**config.mk**
```make
export PLATFORM = sky130hd
export DESIGN_NAME = shared_adder_arbiter
export DESIGN_NICKNAME = d
export VERILOG_FILES = /design/src/rtl/shared_adder_arbiter.sv
export SDC_FILE = /design/constraint.sdc
export NUM_CORES = 1
export LEC_CHECK = 0
export ABC_CLOCK_PERIOD_IN_PS = 2600
export CELL_PAD_IN_SITES_DETAIL_PLACEMENT = 1
export CELL_PAD_IN_SITES_GLOBAL_PLACEMENT = 1
export CORE_MARGIN = 5
export CORE_UTILIZATION = 26
export DETAILED_ROUTE_END_ITERATION = 8
export GPL_TIMING_DRIVEN = 0
export PLACE_DENSITY = 0.83
export SLEW_MARGIN = 0
export SYNTH_ARGS = -nofsm -noshare
export SYNTH_HDL_FRONTEND = slang
export SYNTH_SLANG_ARGS = --single-unit
```
**constraint.sdc**
```tcl
create_clock -name clk -period 2.6 [get_ports clk]
set_input_delay 0.26 -clock clk [delete_from_list [all_inputs] [get_ports clk]]
set_output_delay 0.26 -clock clk [all_outputs]
set_load 0.005 [all_outputs]
```
**src/rtl/shared_adder_arbiter.sv**
```systemverilog
// -----------------------------------------------------------------------------
// shared_adder_arbiter
//
// One DW-bit adder shared by N_REQ requesters under round-robin arbitration.
// A granted request is added in the grant cycle and its result is registered,
// tagged with the requester ID, the arithmetic mode and an overflow flag.
// The result register is a one-entry output stage with valid/ready handshake;
// a retiring result and a new grant may share an edge, so throughput is one
// result per cycle while out_ready stays high.
//
// Ports
//   clk         system clock, rising edge
//   rst         asynchronous reset, active-low
//   req_valid   per-requester operation pending
//   req_signed  per-requester two's-complement mode
//   req_d1      packed addend 1, requester i at [i*DW +: DW]
//   req_d2      packed addend 2, same packing
//   req_ready   one-hot grant (combinational)
//   out_valid   result register holds a valid result
//   out_ready   downstream accepts the result this cycle
//   out_sum     (d1 + d2) mod 2^DW
//   out_ovf     unsigned carry-out or signed overflow, depending on mode
//   out_id      index of the requester that produced the result
//   out_signed  mode used for this result
// -----------------------------------------------------------------------------
module shared_adder_arbiter #(
    parameter int DW    = 4,
    parameter int N_REQ = 4,
    parameter int IDW   = 2
) (
    input  logic                clk,
    input  logic                rst,
    input  logic [N_REQ-1:0]    req_valid,
    input  logic [N_REQ-1:0]    req_signed,
    input  logic [N_REQ*DW-1:0] req_d1,
    input  logic [N_REQ*DW-1:0] req_d2,
    output logic [N_REQ-1:0]    req_ready,
    output logic                out_valid,
    input  logic                out_ready,
    output logic [DW-1:0]       out_sum,
    output logic                out_ovf,
    output logic [IDW-1:0]      out_id,
    output logic                out_signed
);

    logic [IDW-1:0] last_q, last_d;
    logic           out_valid_q, out_valid_d;
    logic [DW-1:0]  out_sum_q, out_sum_d;
    logic           out_ovf_q, out_ovf_d;
    logic [IDW-1:0] out_id_q, out_id_d;
    logic           out_signed_q, out_signed_d;

    logic           accept;
    logic           found;
    logic           transfer;
    logic [IDW-1:0] grant_idx;
    logic [DW-1:0]  sel_d1, sel_d2;
    logic           sel_signed;
    logic [DW:0]    sum_ext;
    logic           ovf;

    // The output stage can take a new result when it is empty or draining.
    assign accept = !out_valid_q || out_ready;

    // Round-robin search: probe (last+1), (last+2), ... modulo N_REQ and take
    // the first requester with valid set. The modulo keeps IDs below N_REQ
    // even when N_REQ is not a power of two.
    always_comb begin : arbitrate
        // NOTE: every variable gets a default before any conditional write so
        // that no path leaves it unassigned, which would infer a latch.
        found     = 1'b0;
        grant_idx = '0;
        for (int k = 1; k <= N_REQ; k++) begin
            for (int i = 0; i < N_REQ; i++) begin
                if (!found && req_valid[i] && (i == (int'(last_q) + k) % N_REQ)) begin
                    found     = 1'b1;
                    grant_idx = IDW'(i);
                end
            end
        end
    end

    // No grant while reset is asserted, even though the empty output stage
    // would otherwise accept.
    assign transfer = rst && accept && found;

    always_comb begin : grant_decode
        req_ready = '0;
        for (int i = 0; i < N_REQ; i++) begin
            req_ready[i] = transfer && (grant_idx == IDW'(i));
        end
    end

    // Operand mux feeding the single shared adder.
    always_comb begin : operand_mux
        sel_d1     = '0;
        sel_d2     = '0;
        sel_signed = 1'b0;
        for (int i = 0; i < N_REQ; i++) begin
            if (grant_idx == IDW'(i)) begin
                sel_d1     = req_d1[i*DW +: DW];
                sel_d2     = req_d2[i*DW +: DW];
                sel_signed = req_signed[i];
            end
        end
    end

    // One extra bit captures the unsigned carry; signed overflow is the
    // classic "same-sign operands, different-sign result" test.
    assign sum_ext = {1'b0, sel_d1} + {1'b0, sel_d2};
    assign ovf     = sel_signed
                   ? ((sel_d1[DW-1] == sel_d2[DW-1]) && (sum_ext[DW-1] != sel_d1[DW-1]))
                   : sum_ext[DW];

    // Result fields load only on a transfer; otherwise they hold, so a
    // retired result stays visible (with out_valid low) until replaced.
    always_comb begin : next_state
        out_valid_d  = transfer || (out_valid_q && !out_ready);
        out_sum_d    = out_sum_q;
        out_ovf_d    = out_ovf_q;
        out_id_d     = out_id_q;
        out_signed_d = out_signed_q;
        last_d       = last_q;
        if (transfer) begin
            out_sum_d    = sum_ext[DW-1:0];
            out_ovf_d    = ovf;
            out_id_d     = grant_idx;
            out_signed_d = sel_signed;
            last_d       = grant_idx;
        end
    end

    // Pointer resets to N_REQ-1 so requester 0 is searched first.
    always_ff @(posedge clk or negedge rst) begin
        if (!rst) begin
            // NOTE: the result fields are reset too, not just out_valid, so the
            // outputs are defined from the first cycle after reset.
            out_valid_q  <= 1'b0;
            out_sum_q    <= '0;
            out_ovf_q    <= 1'b0;
            out_id_q     <= '0;
            out_signed_q <= 1'b0;
            last_q       <= IDW'(N_REQ - 1);
        end else begin
            // NOTE: non-blocking assignments so every register samples the
            // pre-edge value of the others.
            out_valid_q  <= out_valid_d;
            out_sum_q    <= out_sum_d;
            out_ovf_q    <= out_ovf_d;
            out_id_q     <= out_id_d;
            out_signed_q <= out_signed_d;
            last_q       <= last_d;
        end
    end

    assign out_valid  = out_valid_q;
    assign out_sum    = out_sum_q;
    assign out_ovf    = out_ovf_q;
    assign out_id     = out_id_q;
    assign out_signed = out_signed_q;

endmodule

```
==> results of run 1 <==
==> logic make-up (layout without fill, tap and decap cells) <==
logic type	count (synthesis)	after routing	share of synthesized area [%]
adders and majority gates	5	5	5.85
AOI/OAI and AO/OA	59	59	37.3
xor gates and xnor gates	2	2	1.46
buffers and inverters	15	97	7.11
and+or+nand+nor	61	61	25.1
DFF	11	11	23.2
==> layout by cell type (no fill, tap or decap), types with 3 or more instances in the layout <==
cell type / count
o21ai_2: 3
a21o_1: 7
buf_4: 22
and2b_2: 3
nand2_1: 18
clkbuf_8: 3
a21oi_1: 8
o21ai_1: 5
a21oi_2: 6
buf_6: 6
dlygate4sd2_1: 4
o21ai_0: 3
nor2_1: 15
inv_1: 8
o22ai_1: 3
nor3_1: 8
clkdlybuf4s50_1: 49
nand3_1: 3
dfrtp_1: 9
==> final timing paths <==
check                      slack, ns  cells past startpoint       start    endpoint
max in group asynchronous       2.11                      1         rst   last_q[0]
setup reg to reg               -0.38                     14   last_q[0]     out_ovf
hold / removal                  0.12                      1         rst   out_valid
hold reg to reg                 0.49                      2  out_signed  out_signed
setup / recovery               -0.38                     14   last_q[0]     out_ovf
min in group clk                0.49                      2  out_signed  out_signed
==> routing by layer <==
layer | track usage, % | wire length (um)
met5 | 0 | 0
met4 | 1.55 | 14
met3 | 3.82 | 267
met2 | 27.5 | 2410
met1 | 18.6 | 2060
==> state kept, by name, summed over array words and instances (netlist names) <==
signal      count
out_id          2
out_ovf         1
out_valid       1
out_sum         4
last_q          2
out_signed      1
==> where the power goes <==
group	internal (mW)	switching [mW]
Sequential	0.238	0.0415
Clock	0.107	0.0602
Combinational	0.632	0.531
Total	0.978	0.633
==> what timing repair did <==
action / CTS / global route
endpoints found under the setup margin: 8 / 8
resized for setup: 28 / 13
pin swaps: 13 / 12
gates cloned: 1 / 0
buffers inserted: 16 / 7
==> worst reg2reg max path: cells and delay by family, from the launching register on <==
kind | cells | cell delay (ns)
buffers and inverters | 1 | 0.14
AOI/OAI and AO/OA | 8 | 1.17
adders and majority gates | 1 | 0.39
DFF | 1 | 0.60
and+or+nand+nor | 4 | 0.52
==> metrics by stage <==
| stage | hold slack, ns | instance area [sq um] | total power, mW | util (%) | setup TNS [ns] |
|---|---|---|---|---|---|
| finish | 0.118 | 2220 | 1.61 | 50.3 | -0.644 |
| global route | 0.147 | 2220 | 1.73 | 50.3 | -1.22 |
| CTS | 0.128 | 2130 | 1.51 | 48.2 | -0.586 |
| detailed placement | 0.473 | 1850 | 1.13 | 41.9 | -3.56 |
| global placement | 0.464 | 1850 | 1.10 | 41.9 | -3.11 |
| floorplan | -0.0356 | 1240 | 0.802 | - | -0.105 |
==> cell type report <==
cell class / count / area, sq um
fill: 537 / 2190
multi-input combinational: 127 / 1000
clock buffer: 4 / 45.0
sequential: 11 / 278
tap: 52 / 65.1
timing repair buffer: 78 / 726
buffer: 6 / 67.6
inverter: 9 / 33.8
==> flow_metrics.env, run 1 <==
export IMPL_area_delta_synth_final_pct=85.4
export IMPL_clk_pin_slew_ns=0.05
export IMPL_synthCells=153
export IMPL_ant_nets=0
export IMPL_synth_top_area_share_pct=18.8
export IMPL_hold_path_class="primary input to asynchronous set/reset pin"
export IMPL_clk_latency_ns=0.23
export IMPL_yosysTopAreaCell="dfrtp_1"
export IMPL_syn_area_sq_um=1200
export IMPL_hpwl_um=3380
export IMPL_crit_buf_inv=1
export IMPL_drt_total_wl_um=4750
export IMPL_clkSinkCount=11
export IMPL_grt_first_pass_wirelength_um=7580
export IMPL_coreArea_sq_um=4410
export IMPL_final_nets=284
export IMPL_required_ns=2.68
export IMPL_drt_vias_per_instance=5.17
export IMPL_cts_tree="built"
export IMPL_max_slew_margin_pct=63.3
export IMPL_synthFlopType="dfrtp_1"
export IMPL_synth_seq_cells=11
export IMPL_min_period_ns=2.98
export IMPL_async_reset_ff_share_pct=100
export IMPL_syn_num_nets=201
export IMPL_start_kind="register"
export IMPL_overflow=0
export IMPL_yosysMostFrequentCell="nand2_1"
export IMPL_dp_cells=259
export IMPL_ir_drop_mv=0.303
export IMPL_synth_area_leaders="dfrtp_1 (19%), a21oi_1 (6.3%), nand2_1 (6.0%)"
export IMPL_avgSynthCellArea_sq_um=7.83
export IMPL_critical_path_class="register to register"
export IMPL_numCtsBuffers=3
export IMPL_cts_hold_buf=0
export IMPL_grt_pass1_vias=1560
export IMPL_cts_buffer_depth=2
export IMPL_synth_edff_count=0
export IMPL_port_buffers=54
export IMPL_cp_arrival_ns=3.06
export IMPL_setup_viol_count_final=4
export IMPL_finClkSkew_ns=0.00288
export IMPL_fmax_mhz=335
export IMPL_synth_common_cells="nand2_1 (19), nor2_1 (17), a21oi_1 (15)"
export IMPL_gp_congestion=0.732
export IMPL_num_rows=24
export IMPL_yosys_warnings=0
export IMPL_start_util_pct=27.1
export IMPL_grt_max_degree=13
export IMPL_final_max_slew_viol_count=0
export IMPL_layout_drive_gt1_share_pct=31.5
export IMPL_tightestPinTransition_ns=0.551
export IMPL_htreeDepth=1
export IMPL_dr_pass1_iters=4
export IMPL_critPathSlowestCell="dfstp_2"
export IMPL_p_leak_nw=0.970
export IMPL_final_cells=287
export IMPL_timing_final_ws_setup_ns=-0.384
export IMPL_antenna_cells=0
export IMPL_worstPathMaxFanout=8
export IMPL_grtUsageTotal_pct=15.2
export IMPL_wl_per_cell_um=16.5
export IMPL_fp_dieH_um=77.9
export IMPL_end_kind="register"
export IMPL_max_stage_delay_ns=0.60
export IMPL_num_io_pins=56
export IMPL_power_density_nw_per_um2=726
export IMPL_dp_slack_ns=-0.905
export IMPL_rsz0062_at_grt="yes"
export IMPL_cp_cell_sequence="and2b_4 > o21ai_4 > a31oi_4 > nand2_2 > a21oi_2 > a21o_1 > buf_4 > fa_2 > a21oi_2 > nor2_1 > nor2_1 > o21bai_1 > o211a_1 > a31oi_1"
export IMPL_die_area_sq_um=6060
export IMPL_cp_top_family="compound AO/OA/AOI/OAI gates"
export IMPL_drc=0
export IMPL_antenna_found_initial=0
export IMPL_synth_cell_types=45
export IMPL_outcome="complete, but fails checks"
export IMPL_yosysSeqAreaShare_pct=23.2
export IMPL_ctsRootBufferMaster="clkbuf_8"
export IMPL_final_period_utilization_pct=115
export IMPL_vias=1484
export IMPL_cap_viol_max_count=0
export IMPL_die_w_um=77.9
export IMPL_drt_iter0_markers=34
export IMPL_violations="setup timing"
export IMPL_hold_violations=0
Power figures use the tool's default switching activity.
==> run 2, diff against run 1 <==
--- a/config.mk
+++ b/config.mk
@@ -12,8 +12,9 @@
 export CORE_UTILIZATION = 26
 export DETAILED_ROUTE_END_ITERATION = 8
 export GPL_TIMING_DRIVEN = 0
+export MAX_ROUTING_LAYER = met4
 export PLACE_DENSITY = 0.83
-export SLEW_MARGIN = 0
+export SLEW_MARGIN = 10
 export SYNTH_ARGS = -nofsm -noshare
 export SYNTH_HDL_FRONTEND = slang
 export SYNTH_SLANG_ARGS = --single-unit
==> run 2 against run 1 <==
- the flow still finishes with violations (setup timing)
- register-to-register slack about the same
- highest routed layer unchanged
- final area unchanged
- final cell count unchanged
- hold slack got worse by 0.0044 ns
- sequential power about the same
==> flow_metrics.env, run 2 (synthesis gave the netlist of run 1 again) <==
export IMPL_outcome="complete, but fails checks"
export IMPL_violations="setup timing"
export IMPL_fmax_mhz=334
export IMPL_drt_total_wl_um=4750
export IMPL_r2r_start="last_q[0]"
export IMPL_tns_ns=-0.666
export IMPL_final_nets=284
export IMPL_area_delta_synth_final_pct=85.4
export IMPL_seqCellArea_sq_um=278
export IMPL_numCtsBuffers=3
export IMPL_vias=1480
export IMPL_fin_area_sq_um=2220
export IMPL_end_kind="register"
export IMPL_wl_per_cell_um=16.5
export IMPL_p_total_mw=1.61
export IMPL_cp_arrival_ns=3.07
export IMPL_dr_pass1_iters=4
export IMPL_grtUsageTotal_pct=15.6
export IMPL_num_rows=24
export IMPL_drt_iter0_markers=49
export IMPL_switching_share_pct=39.3
export IMPL_pwr_share_comb_pct=72.2
export IMPL_layout_drive_gt1_share_pct=31.5
export IMPL_drc=0
export IMPL_cap_viol_max_count=0
export IMPL_multiInputGateArea_sq_um=1000
export IMPL_htreeDepth=1
export IMPL_antenna_cells=0
export IMPL_timing_final_ws_setup_ns=-0.390
export IMPL_power_switching_mw=0.633
export IMPL_ir_drop_mv=0.304
export IMPL_cts_tree="built"
export IMPL_fillCellCount=537
export IMPL_dpl_cell_area_sq_um=1850
export IMPL_drt_vias_per_instance=5.16
export IMPL_p_int_mw=0.978
export IMPL_grt_max_degree=13
export IMPL_fp_dieH_um=77.9
export IMPL_finClkSkew_ns=0.00172
export IMPL_min_period_ns=2.99
export IMPL_die_area_sq_um=6060
export IMPL_worstPathMaxFanout=8
export IMPL_start_util_pct=27.1
export IMPL_pwr_share_seq_pct=17.4
export IMPL_power_density_nw_per_um2=726
export IMPL_crit_end="out_ovf"
export IMPL_gp_congestion=0.741
export IMPL_required_ns=2.68
export IMPL_hold_violations=0
export IMPL_hpwl_um=3380
export IMPL_mostFrequentLayoutCells="clkdlybuf4s50_1 (49), buf_4 (22), nand2_1 (18)"
export IMPL_num_io_pins=56
export IMPL_setup_viol_count_final=4
export IMPL_final_period_utilization_pct=115
export IMPL_port_buffers=54
export IMPL_tightestPinTransition_ns=0.540
export IMPL_start_kind="register"
export IMPL_clkSinkCount=11
export IMPL_layout_commonest_cell="clkdlybuf4s50_1"
export IMPL_r2r_cells=14
export IMPL_critical_path_class="register to register"
export IMPL_r2r_end="out_ovf"
export IMPL_hold_path_class="primary input to asynchronous set/reset pin"
export IMPL_dp_slack_ns=-0.905
export IMPL_cts_buffer_depth=2
export IMPL_crit_start="last_q[0]"
export IMPL_coreArea_sq_um=4410
export IMPL_antenna_found_initial=0
export IMPL_clk_latency_ns=0.23
export IMPL_overflow=0
export IMPL_grt_pass1_vias=1558
export IMPL_clock_power_share_pct=10.4
export IMPL_final_max_slew_viol_count=0
export IMPL_ant_nets=0
export IMPL_largest_register_ffs=4
export IMPL_rsz0062_at_grt="yes"
export IMPL_grt_first_pass_wirelength_um=7580
export IMPL_r2r_slack_ns=-0.39
export IMPL_clk_pin_slew_ns=0.05
export IMPL_die_w_um=77.9
export IMPL_ctsRootBufferMaster="clkbuf_8"
export IMPL_cts_hold_buf=0
export IMPL_p_leak_nw=0.970
export IMPL_hold_slack_ns=0.113
export IMPL_max_slew_margin_pct=64.0
==> run 2: cell counts in the layout (fill, tap and decap cells not counted) <==
Identical to the previous run, type by type.
==> run 2: cell type report <==
class	instances	share of cell area [%]
buffer	6	3.04
clock buffer	4	2.03
inverter	9	1.52
multi-input combinational	127	45.3
sequential	11	12.5
tap	52	2.93
timing repair buffer	78	32.7
==> run 2: power by group through the flow <==
| stage | logic (mW) | clock network, mW | registers (mW) |
|---|---|---|---|
| finish | 1.16 | 0.168 | 0.280 |
| global placement | 0.820 | 0 | 0.281 |
| floorplan | 0.520 | 0 | 0.282 |
| global route | 1.26 | 0.186 | 0.291 |
| CTS | 1.06 | 0.172 | 0.281 |
| detailed placement | 0.841 | 0 | 0.285 |
==> run 2: worst min path at each step <==
stage                           from  slack, ns    endpoint  cells past startpoint
final                            rst       0.11   out_valid                      1
after global routing             rst       0.15   out_valid                      1
after CTS                        rst       0.13   out_valid                      1
after detailed placement  out_sum[1]       0.47  out_sum[1]                      2
after global placement    out_sum[0]       0.46  out_sum[0]                      2
after floorplan                  rst      -0.04   out_id[0]                      0
==> run 2: through the flow <==
step / cells / util [%]
after floorplan: 153 / -
final: 287 / 50.3
after global placement: 259 / 41.9
after global routing: 287 / 50.3
after detailed placement: 259 / 41.9
after CTS: 280 / 48.2
==> run 2: per-layer routing <==
layer | wire, um | vias to the layer above | global-route usage [%]
li1 | - | 724 | -
met1 | 2050 | 708 | 18.6
met2 | 2400 | 46 | 27.5
met3 | 277 | 2 | 3.70
met4 | 14 | 0 | 1.55
met5 | 0 | - | -
==> run 2: critical path, stage by stage, from the launching register on <==
cell and delay [ns]:
dfstp_2 0.60, and2b_4 0.24, o21ai_4 0.23, a31oi_4 0.14, nand2_2 0.09, a21oi_2 0.06, a21o_1 0.18, buf_4 0.14
fa_2 0.39, a21oi_2 0.14, nor2_1 0.05, nor2_1 0.14, o21bai_1 0.15, o211a_1 0.20, a31oi_1 0.09
==> run 2: repair_timing <==
item,in CTS,in global routing
setup buffers,16,7
gates resized for setup,28,13
endpoints found under the setup margin,8,8
cloned,1,0
pin swaps,13,12
